$ cat config.mk
export PLATFORM = sky130hd
export DESIGN_NAME = mmio_access_ctrl
export DESIGN_NICKNAME = d
export VERILOG_FILES = /design/src/rtl/mmio_pkg.sv /design/src/rtl/mmio_addr_decode.sv /design/src/rtl/mmio_access_ctrl.sv
export SDC_FILE = /design/constraint.sdc
export NUM_CORES = 1
export LEC_CHECK = 0
export CAP_MARGIN = 40
export CORE_MARGIN = 8
export CORE_UTILIZATION = 33
export DETAILED_ROUTE_END_ITERATION = 8
export GPL_TIMING_DRIVEN = 0
export PLACE_DENSITY_LB_ADDON = 0.12
export SETUP_SLACK_MARGIN = 0.1
export SLEW_MARGIN = 20
export SYNTH_ARGS = -nofsm -noshare
export SYNTH_HDL_FRONTEND = slang
export SYNTH_SLANG_ARGS = --single-unit
$ cat constraint.sdc
create_clock -name clk -period 3.7 [get_ports clk]
set_input_delay 0.74 -clock clk [delete_from_list [all_inputs] [get_ports clk]]
set_output_delay 0.74 -clock clk [all_outputs]
set_load 0.03 [all_outputs]
$ cat src/rtl/mmio_pkg.sv
// Shared constants and types for the MIPS data-memory access controller.
// The optional TX wait timeout is enabled by defining MMIO_TIMEOUT_EN.
package mmio_pkg;

    // Default data RAM base and peripheral word offsets from that base
    localparam logic [31:0] RAM_BASE_DEF = 32'h1001_0000;
    localparam logic [31:0] GPIO_OFS     = 32'h0000_0024;
    localparam logic [31:0] RX_OFS       = 32'h0000_0028;
    localparam logic [31:0] TX_OFS       = 32'h0000_002C;

    typedef enum logic [1:0] {
        IDLE    = 2'd0,
        RAM_RD  = 2'd1,
        TX_WAIT = 2'd2,
        RESP    = 2'd3
    } state_e;

    typedef enum logic [2:0] {
        T_RAM  = 3'd0,
        T_GPIO = 3'd1,
        T_RX   = 3'd2,
        T_TX   = 3'd3,
        T_ERR  = 3'd4
    } target_e;

endpackage

$ cat src/rtl/mmio_addr_decode.sv
// Combinational address decoder: maps a CPU byte address to its target,
// the RAM word index and a misalignment flag. Peripheral words win over
// the RAM words they overlap. Alignment is reported separately so the
// controller decides how to treat a misaligned access.
module mmio_addr_decode
    import mmio_pkg::*;
#(
    parameter int                    ADDR_WIDTH = 32,
    parameter logic [ADDR_WIDTH-1:0] RAM_BASE   = ADDR_WIDTH'(RAM_BASE_DEF),
    parameter int                    RAM_DEPTH  = 64
) (
    input  logic [ADDR_WIDTH-1:0]        addr_i,
    output target_e                      target_o,
    output logic [$clog2(RAM_DEPTH)-1:0] word_idx_o,
    output logic                         misaligned_o
);

    localparam int                    IDX_W     = $clog2(RAM_DEPTH);
    localparam logic [ADDR_WIDTH-1:0] RAM_BYTES = ADDR_WIDTH'(4 * RAM_DEPTH);

    logic [ADDR_WIDTH-1:0] addr_w;
    logic [ADDR_WIDTH-1:0] offset;
    logic                  in_ram;

    assign addr_w       = {addr_i[ADDR_WIDTH-1:2], 2'b00};
    assign offset       = addr_w - RAM_BASE;
    // The lower-bound test keeps the subtraction from wrapping into range
    assign in_ram       = (addr_w >= RAM_BASE) && (offset < RAM_BYTES);
    assign misaligned_o = (addr_i[1:0] != 2'b00);
    assign word_idx_o   = offset[IDX_W+1:2];

    // Priority decode of the word-aligned address
    always_comb begin
        target_o = T_ERR;
        if (addr_w == RAM_BASE + ADDR_WIDTH'(GPIO_OFS)) begin
            target_o = T_GPIO;
        end else if (addr_w == RAM_BASE + ADDR_WIDTH'(RX_OFS)) begin
            target_o = T_RX;
        end else if (addr_w == RAM_BASE + ADDR_WIDTH'(TX_OFS)) begin
            target_o = T_TX;
        end else if (in_ram) begin
            target_o = T_RAM;
        end
    end

endmodule

$ cat src/rtl/mmio_access_ctrl.sv
// MIPS data-memory access controller: sequences loads/stores onto data RAM,
// GPIO, UART RX and UART TX, stalling the core until each access completes
// with a one-cycle ack. Define MMIO_TIMEOUT_EN to bound the TX busy wait
// by TIMEOUT_CYCLES (timed-out stores ack with cpu_err and no tx_start).
//
// Handshake: the core raises cpu_req with cpu_we/cpu_addr/cpu_wdata stable
// and holds them until the single cycle in which cpu_ack=1; cpu_rdata and
// cpu_err are meaningful only in that cycle. Requests are taken only in
// IDLE, so a request still high during the ack cycle is not re-accepted.
module mmio_access_ctrl
    import mmio_pkg::*;
#(
    parameter int                    ADDR_WIDTH     = 32,
    parameter logic [ADDR_WIDTH-1:0] RAM_BASE       = ADDR_WIDTH'(RAM_BASE_DEF),
    parameter int                    RAM_DEPTH      = 64,
    parameter int                    TIMEOUT_CYCLES = 1023
) (
    input  logic                         clk,
    input  logic                         reset,
    input  logic                         cpu_req,
    input  logic                         cpu_we,
    input  logic [ADDR_WIDTH-1:0]        cpu_addr,
    input  logic [ADDR_WIDTH-1:0]        cpu_wdata,
    output logic [ADDR_WIDTH-1:0]        cpu_rdata,
    output logic                         cpu_ack,
    output logic                         cpu_stall,
    output logic                         cpu_err,
    output logic [$clog2(RAM_DEPTH)-1:0] ram_addr,
    output logic                         ram_we,
    output logic [ADDR_WIDTH-1:0]        ram_wdata,
    input  logic [ADDR_WIDTH-1:0]        ram_rdata,
    output logic [ADDR_WIDTH-1:0]        gpio_out,
    input  logic [ADDR_WIDTH-1:0]        gpio_in,
    output logic [7:0]                   tx_data,
    output logic                         tx_start,
    input  logic                         tx_busy,
    input  logic [7:0]                   rx_data,
    input  logic                         rx_ready,
    output logic                         rx_clr,
    output logic [1:0]                   dbg_state
);

    localparam int IDX_W = $clog2(RAM_DEPTH);

    state_e                state_q, state_d;
    logic [ADDR_WIDTH-1:0] cpu_rdata_q, cpu_rdata_d;
    logic                  cpu_err_q, cpu_err_d;
    logic                  ram_we_q, ram_we_d;
    logic [IDX_W-1:0]      ram_addr_q, ram_addr_d;
    logic [ADDR_WIDTH-1:0] ram_wdata_q, ram_wdata_d;
    logic [ADDR_WIDTH-1:0] gpio_out_q, gpio_out_d;
    logic [7:0]            tx_data_q, tx_data_d;
    logic                  tx_start_q, tx_start_d;
    logic                  rx_clr_q, rx_clr_d;

    target_e               dec_target;
    logic [IDX_W-1:0]      dec_idx;
    logic                  dec_misaligned;
    logic                  ram_load_accept;

`ifdef MMIO_TIMEOUT_EN
    localparam int CNT_W = $clog2(TIMEOUT_CYCLES + 1);
    logic [CNT_W-1:0] cnt_q, cnt_d;
`endif

    mmio_addr_decode #(
        .ADDR_WIDTH (ADDR_WIDTH),
        .RAM_BASE   (RAM_BASE),
        .RAM_DEPTH  (RAM_DEPTH)
    ) u_decode (
        .addr_i       (cpu_addr),
        .target_o     (dec_target),
        .word_idx_o   (dec_idx),
        .misaligned_o (dec_misaligned)
    );

    // A RAM load presents its index in the acceptance cycle so the
    // synchronous read data is available during RAM_RD.
    assign ram_load_accept = (state_q == IDLE) && cpu_req && !cpu_we &&
                             !dec_misaligned && (dec_target == T_RAM);

    assign ram_addr  = ram_load_accept ? dec_idx : ram_addr_q;
    assign cpu_ack   = (state_q == RESP);
    assign cpu_stall = cpu_req & ~cpu_ack;
    assign cpu_rdata = cpu_rdata_q;
    assign cpu_err   = cpu_err_q;
    assign ram_we    = ram_we_q;
    assign ram_wdata = ram_wdata_q;
    assign gpio_out  = gpio_out_q;
    assign tx_data   = tx_data_q;
    assign tx_start  = tx_start_q;
    assign rx_clr    = rx_clr_q;
    assign dbg_state = state_q;

    // Next-state and register updates; strobes default low so each lasts one cycle
    always_comb begin
        state_d     = state_q;
        cpu_rdata_d = cpu_rdata_q;
        cpu_err_d   = 1'b0;
        ram_we_d    = 1'b0;
        ram_addr_d  = ram_addr_q;
        ram_wdata_d = ram_wdata_q;
        gpio_out_d  = gpio_out_q;
        tx_data_d   = tx_data_q;
        tx_start_d  = 1'b0;
        rx_clr_d    = 1'b0;
`ifdef MMIO_TIMEOUT_EN
        cnt_d       = '0;
`endif
        case (state_q)
            IDLE: begin
                if (cpu_req) begin
                    state_d = RESP;
                    if (dec_misaligned) begin
                        cpu_err_d   = 1'b1;
                        cpu_rdata_d = '0;
                    end else begin
                        case (dec_target)
                            T_RAM: begin
                                ram_addr_d = dec_idx;
                                if (cpu_we) begin
                                    ram_we_d    = 1'b1;
                                    ram_wdata_d = cpu_wdata;
                                end else begin
                                    state_d = RAM_RD;
                                end
                            end
                            T_GPIO: begin
                                if (cpu_we) gpio_out_d  = cpu_wdata;
                                else        cpu_rdata_d = gpio_in;
                            end
                            T_RX: begin
                                // Stores to the RX word are silently dropped
                                if (!cpu_we) begin
                                    cpu_rdata_d      = '0;
                                    cpu_rdata_d[8:0] = {rx_ready, rx_data};
                                    rx_clr_d         = rx_ready;
                                end
                            end
                            T_TX: begin
                                if (cpu_we) begin
                                    if (tx_busy) begin
                                        state_d = TX_WAIT;
                                    end else begin
                                        tx_data_d  = cpu_wdata[7:0];
                                        tx_start_d = 1'b1;
                                    end
                                end else begin
                                    cpu_rdata_d    = '0;
                                    cpu_rdata_d[0] = tx_busy;
                                end
                            end
                            default: begin
                                cpu_err_d   = 1'b1;
                                cpu_rdata_d = '0;
                            end
                        endcase
                    end
                end
            end
            RAM_RD: begin
                cpu_rdata_d = ram_rdata;
                state_d     = RESP;
            end
            TX_WAIT: begin
                if (!tx_busy) begin
                    tx_data_d  = cpu_wdata[7:0];
                    tx_start_d = 1'b1;
                    state_d    = RESP;
`ifdef MMIO_TIMEOUT_EN
                end else if (cnt_q == CNT_W'(TIMEOUT_CYCLES - 1)) begin
                    cpu_err_d   = 1'b1;
                    cpu_rdata_d = '0;
                    state_d     = RESP;
                end else begin
                    cnt_d = cnt_q + 1'b1;
`endif
                end
            end
            RESP: begin
                state_d = IDLE;
            end
            default: begin
                state_d = IDLE;
            end
        endcase
    end

    // State and output registers; reset aborts any access without a response
    always_ff @(posedge clk or negedge reset) begin
        if (!reset) begin
            state_q     <= IDLE;
            cpu_rdata_q <= '0;
            cpu_err_q   <= 1'b0;
            ram_we_q    <= 1'b0;
            ram_addr_q  <= '0;
            ram_wdata_q <= '0;
            gpio_out_q  <= '0;
            tx_data_q   <= '0;
            tx_start_q  <= 1'b0;
            rx_clr_q    <= 1'b0;
        end else begin
            state_q     <= state_d;
            cpu_rdata_q <= cpu_rdata_d;
            cpu_err_q   <= cpu_err_d;
            ram_we_q    <= ram_we_d;
            ram_addr_q  <= ram_addr_d;
            ram_wdata_q <= ram_wdata_d;
            gpio_out_q  <= gpio_out_d;
            tx_data_q   <= tx_data_d;
            tx_start_q  <= tx_start_d;
            rx_clr_q    <= rx_clr_d;
        end
    end

`ifdef MMIO_TIMEOUT_EN
    // TX wait cycle counter, cleared whenever the FSM is outside TX_WAIT
    always_ff @(posedge clk or negedge reset) begin
        if (!reset) cnt_q <= '0;
        else        cnt_q <= cnt_d;
    end
`endif

endmodule

; After elaboration in Yosys (flattened, before gate mapping)
; Index checks and enable logic that the tools add are counted.
[op_classes]
eq_ne = 18
magnitude_cmp = 2
addsub = 1
div = 0
n_mux = 46
shift = 0
bitwise_logic = 3
multipliers = 0
reduce_logical = 19
[ops]
columns = cell, n
row1 = $mux W32, 5
row2 = $pmux W32 S4, 1
row3 = $eq A30 B27 Y1 const B, 3
row4 = $pmux W32 S2, 1
row5 = $mux W8, 5
row6 = $ge A32 B29 Y1 const B, 1
row7 = $lt A32 B9 Y1 const B, 1
row8 = $sub A32 B29 Y32 const B, 1
row9 = $mux W1, 21
row10 = $pmux W8 S2, 1
row11 = $reduce_and A5 Y1, 3
row12 = $mux W3, 4
row13 = $ne A4 B4 Y1 const B, 3
row14 = $mux W2, 4
row15 = $ne A2 B2 Y1 const B, 4
row16 = $pmux W2 S4, 1
row17 = $eq A3 B2 Y1 const B, 2
row18 = $mux W6, 1
row19 = $reduce_and A6 Y1, 1
row20 = $reduce_bool A2 Y1, 3
row21 = $logic_and A1 B1 Y1, 5
row22 = $eq A2 B2 Y1 const B, 2
row23 = $pmux W2 S2, 1
row24 = $reduce_and A4 Y1, 1
row25 = other kinds (12), 14
[totals]
n_memories = 0
latch_bits = 0
ff_bits = 116
out_inout_bits = 118
ram_bits = 0
rom_bits = 0
in_bits = 142

; Longest topological paths before layout
[depth]
word_depth = 13
depth_mapped = 8
mapped_depth_nobuf = 7

; Modules after synthesis
; From an unflattened synthesis, not the netlist that was laid out.
[unflattened]
cells_unflattened = 404
hier_area_um2 = 5242.5
[by_module_without_submodules]
columns = module, cells_per_inst, n_inst, area_each_um2
row1 = mmio_access_ctrl, 377, 1, 5046.1
row2 = mmio_addr_decode, 27, 1, 196.4

; Least setup slack after synthesis
; OpenSTA, ideal clock, no wires.
[synth_path]
kind = input to output
startpoint = input cpu_addr[8]
endpoint = output ram_addr[0]
stages = 6
t_arrival_ns = 2.865
slack_ns = 0.095
n_path_buf = 1
t_required_ns = 2.960
cell_sequence = or4_1 or4_1 buf_2 or3_4 nor3_4 mux2_2
[synth_via]
elab_chain_len = 10
[synth_rtl]
columns = item, line
row1 = start: declaration, mmio_access_ctrl.sv:22  ; input logic [ADDR_WIDTH-1:0] cpu_addr,
row2 = $sub A32 B29 Y32, mmio_addr_decode.sv:26  ; assign offset = addr_w - RAM_BASE;
row3 = $lt A32 B9 Y1, mmio_addr_decode.sv:28  ; assign in_ram = (addr_w >= RAM_BASE) && (offset < RAM_BYTES);
row4 = $logic_and A1 B1 Y1, mmio_addr_decode.sv:28
row5 = $mux W3, mmio_addr_decode.sv:41  ; end else if (in_ram) begin
row6 = $mux W3, mmio_addr_decode.sv:39  ; end else if (addr_w == RAM_BASE + ADDR_WIDTH'(TX_OFS)) begin
row7 = $mux W3, mmio_addr_decode.sv:37  ; end else if (addr_w == RAM_BASE + ADDR_WIDTH'(RX_OFS)) begin
row8 = $mux W3 *, mmio_addr_decode.sv:35  ; if (addr_w == RAM_BASE + ADDR_WIDTH'(GPIO_OFS)) begin
row9 = $logic_not A3 Y1 *, mmio_access_ctrl.sv:80  ; !dec_misaligned && (dec_target == T_RAM);
row10 = $logic_and A1 B1 Y1 *, mmio_access_ctrl.sv:80
row11 = $mux W6 *, mmio_access_ctrl.sv:82  ; assign ram_addr = ram_load_accept ? dec_idx : ram_addr_q;
row12 = end: declaration, mmio_access_ctrl.sv:28  ; output logic [$clog2(RAM_DEPTH)-1:0] ram_addr,
; Every way passes the cells marked *; elsewhere a longest branch is shown, timed or not.

; Final worst setup path
[layout_path]
startpoint = input cpu_addr[14]
endpoint = output ram_addr[5]
; Same word-level chain as after synthesis.

==> impl_results.md <==
* Status: finished, violations left
* Failing checks: setup timing
* Sink Count at 116
* Synth top area share at 0.561
* Fillers at 1295
* Synth Area in Compound Gates at 0.0844
* Kind of critical path: primary input to primary output
* PortBufs at 259
* Cell count of the worst reg-to-reg path at 7
* Sequential area share after synthesis at 0.561
* End point of the critical path: ram_addr[5]
* Worst setup SP type: primary input
* CTS tree: done
* CTS HTree Levels at 4
* Net Sw Power at 1.74 mW
* Final Setup Violations at 6
* Routed WL per cell at 20.1 µm
* Worst Path Arrival at 3.07 ns
* DIE WIDTH at 141 µm
* Die extent in y at 141 µm
* Final Cycle Share at 1.03
* Syn_area_per_cell at 14.0 µm²
* Combinational family with the most area after synthesis: multiplexers
* Final HPWL DP at 13700 µm
* Multi-input gate area at 2220 µm²
* Ports at 260
* Worst-Skew Late Latency at 0.40 ns
* Critical Path RT at 2.96 ns
* GP Congestion at 0.936
* GRT Total Usage at 0.181
* Pre-antenna DRT Iters at 4
* Share of cells above drive strength 1 at 0.278
* Final-report hold violation count at 0
* Top-count cell post-synth: dfrtp_1
* Seq cells post-synth at 116
* Worst vdd ir at 0.502 mV
* Syn-to-layout area delta at 69.4%
* Post-Synth Simple-Gate Area at 0.0677
* Met3 global-route usage at 0.0912
* Area leader, netlist: dfrtp_1
* CTS buffer count at 17
* Post-Synth XOR/XNOR Area at 0.00169
* Setup Skew at 0.00534 ns
* Switching fraction of total power at 0.336
* Fmax at 263 MHz
* Post-synth EDFFs at 0
* RR Startpoint: dbg_state[0]
* Leak at 3.93 nW
* Worst relative slew slack at 0.429
* Antenna Violating Nets Remaining at 0
* Setup slack, reg-to-reg at 0.51 ns
* Final wirelength at 17700 µm
* RR Endpoint: gpio_out[28]
* Post-synthesis mux area share at 0.257
* Main synth FF type: dfrtp_1
* Post-Synth Adder-Cell Area at 0.00967
* Netlist cell types at 38
* Routed via count at 4256
* Worst slew pin tran at 0.850 ns
* DRT iter0 DRCs at 102
* FP Rows at 45
* Post-Syn Instances at 369
* Crit path max fanout at 6
* Seq pwr share at 0.312
* Post-Syn Nets at 515
* Global-route wire length before repair at 27900 µm
* Internal power at 3.45 mW
* Grt peak-use layer: met2
* Top cells by count, synth: 116 x dfrtp_1, 111 x mux2_2, 40 x a22o_1, 12 x buf_2, 11 x nand2_1
* Initial antenna violation count at 0
* Clock transition at path regs at 0.05 ns
* Remaining DRCs at 0
* Register area at 2900 µm²
* Root Buffer: clkbuf_16
* Power Dens Cells at 592 nW/µm²
* Max-Cap Viols at 0
* Critical path startpoint: cpu_addr[14]
* Initial Util at 0.339
* N_diodes at 0
* Final Util at 0.574
* Crit end category: primary output
* GRT met1 Usage at 0.192
* Minimum clock period at 3.81 ns
* FFs w/ async S/R, synth at 1.00
* Combinational fraction of design power at 0.382
* Vias in the first global route at 4792
* Core Area at 15300 µm²
* Hold buffers post-CTS at 0
* GR Util met2 at 0.304
* DR vias/cell at 4.83
* Yosys synthesis warning count at 0
* Final WS setup at -0.108 ns
* Area contributors post-synth: dfrtp_1 56%, mux2_2 24%, a22o_1 6.8%
* Max Slew Vio Count at 0
* Longest Clk Path Bufs at 2
* Hold WC Path Type: primary input to asynchronous set/reset pin
* Synth Cell Area at 5170 µm²
* Final net count at 804
* Die area at 19900 µm²
* Largest net degree at the start of global routing at 62
* GRT overflow at 0
* Clock power frac at 0.307
* RSZ-0062 raised after global routing: yes
* Setup_tns at -0.615 ns
area by class of cell:
| cell class | count | share of cell area |
|---|---|---|
| flip-flops and latches | 116 | 0.331 |
| repair buffers | 270 | 0.308 |
| clock inverters | 11 | 0.0148 |
| inverters | 4 | 0.00171 |
| clock buffers | 20 | 0.0510 |
| well taps | 211 | 0.0301 |
| multi-input cells | 231 | 0.253 |
| plain buffers | 18 | 0.0101 |
flip-flops by register name, indices dropped and copies added, names as in the netlist:
| signal | cells |
|---|---|
| tx_data | 8 |
| ram_we | 1 |
| gpio_out | 32 |
| dbg_state | 2 |
| ram_addr_q | 6 |
| cpu_rdata | 32 |
| rx_clr | 1 |
| ram_wdata | 32 |
| tx_start | 1 |
| cpu_err | 1 |
kinds of logic (layout without fill, tap and decap cells):
logic type,after synthesis,after routing
AOI/OAI and AO/OA,52,52
xor gates and xnor gates,1,1
adders and majority gates,4,4
buffers and inverters,22,323
DFF,116,116
muxes,118,118
and+or+nand+nor,56,56
timing repair:
action / CTS / global route
resized for setup: 66 / 5
setup buffers: 5 / 2
pin swaps: 5 / 4
endpoints found under the setup margin: 6 / 6
power groups by stage:
stage / combinational (mW) / sequential (mW) / clock, mW
finish: 1.98 / 1.62 / 1.59
global route: 2.10 / 1.65 / 1.70
CTS: 2.00 / 1.62 / 1.64
detailed placement: 1.99 / 1.64 / 0
global placement: 1.96 / 1.63 / 0
floorplan: 0.677 / 2.07 / 0
layer usage:
metal / vias to the layer above / wire length [µm]
met1: 2076 / 6790
met4: 0 / 252
met3: 21 / 2140
met2: 191 / 8520
li1: 1968 / -
met5: - / 0
worst max-delay path, cell delays in order:
cell and delay (ns):
clkdlybuf4s50_1 0.41, nand2b_4 0.14, or4_4 0.48, buf_6 0.13
or3_4 0.38, nor3_4 0.17, buf_6 0.16, mux2_4 0.32
buf_6 0.14
per-stage QoR:
stage          instances  power, mW  hold slack, ns  worst slack [ns]  instance area (µm²)
2_1_floorplan        369       2.75           0.444            0.0948                 5170
3_3_place_gp         839       3.59           0.468             -2.67                 8030
3_5_place_dp         842       3.63           0.476             -1.01                 8080
4_1_cts              878       5.26           0.302            -0.144                 8730
5_1_grt              881       5.45           0.326            -0.148                 8760
6_report             881       5.19           0.293            -0.108                 8760
cell usage in the layout (no fill, tap or decap), types with 3 or more instances in the layout:
cell,count
dfrtp_1,116
buf_6,11
mux2_4,6
clkbuf_1,7
clkdlybuf4s50_1,247
nor2_1,5
nor4b_1,3
clkbuf_16,17
nand4_1,3
clkinvlp_4,4
a22o_1,40
nand3_1,3
nor4_1,7
inv_1,4
nor3_1,5
ha_1,4
nand2_1,11
mux2_2,105
clkinv_4,3
nor2b_1,4
mux2_1,6
buf_2,12
buf_4,8
worst min-delay path by stage:
| stage | startpoint | to | slack, ns |
|---|---|---|---|
| after floorplan | reset | cpu_err | 0.44 |
| after global placement | gpio_out[7] | gpio_out[7] | 0.47 |
| after detailed placement | cpu_rdata[30] | cpu_rdata[30] | 0.48 |
| after CTS | reset | cpu_rdata[0] | 0.30 |
| after global routing | reset | cpu_rdata[29] | 0.33 |
| final | reset | cpu_rdata[0] | 0.29 |
(Power assumes the default switching activity.)
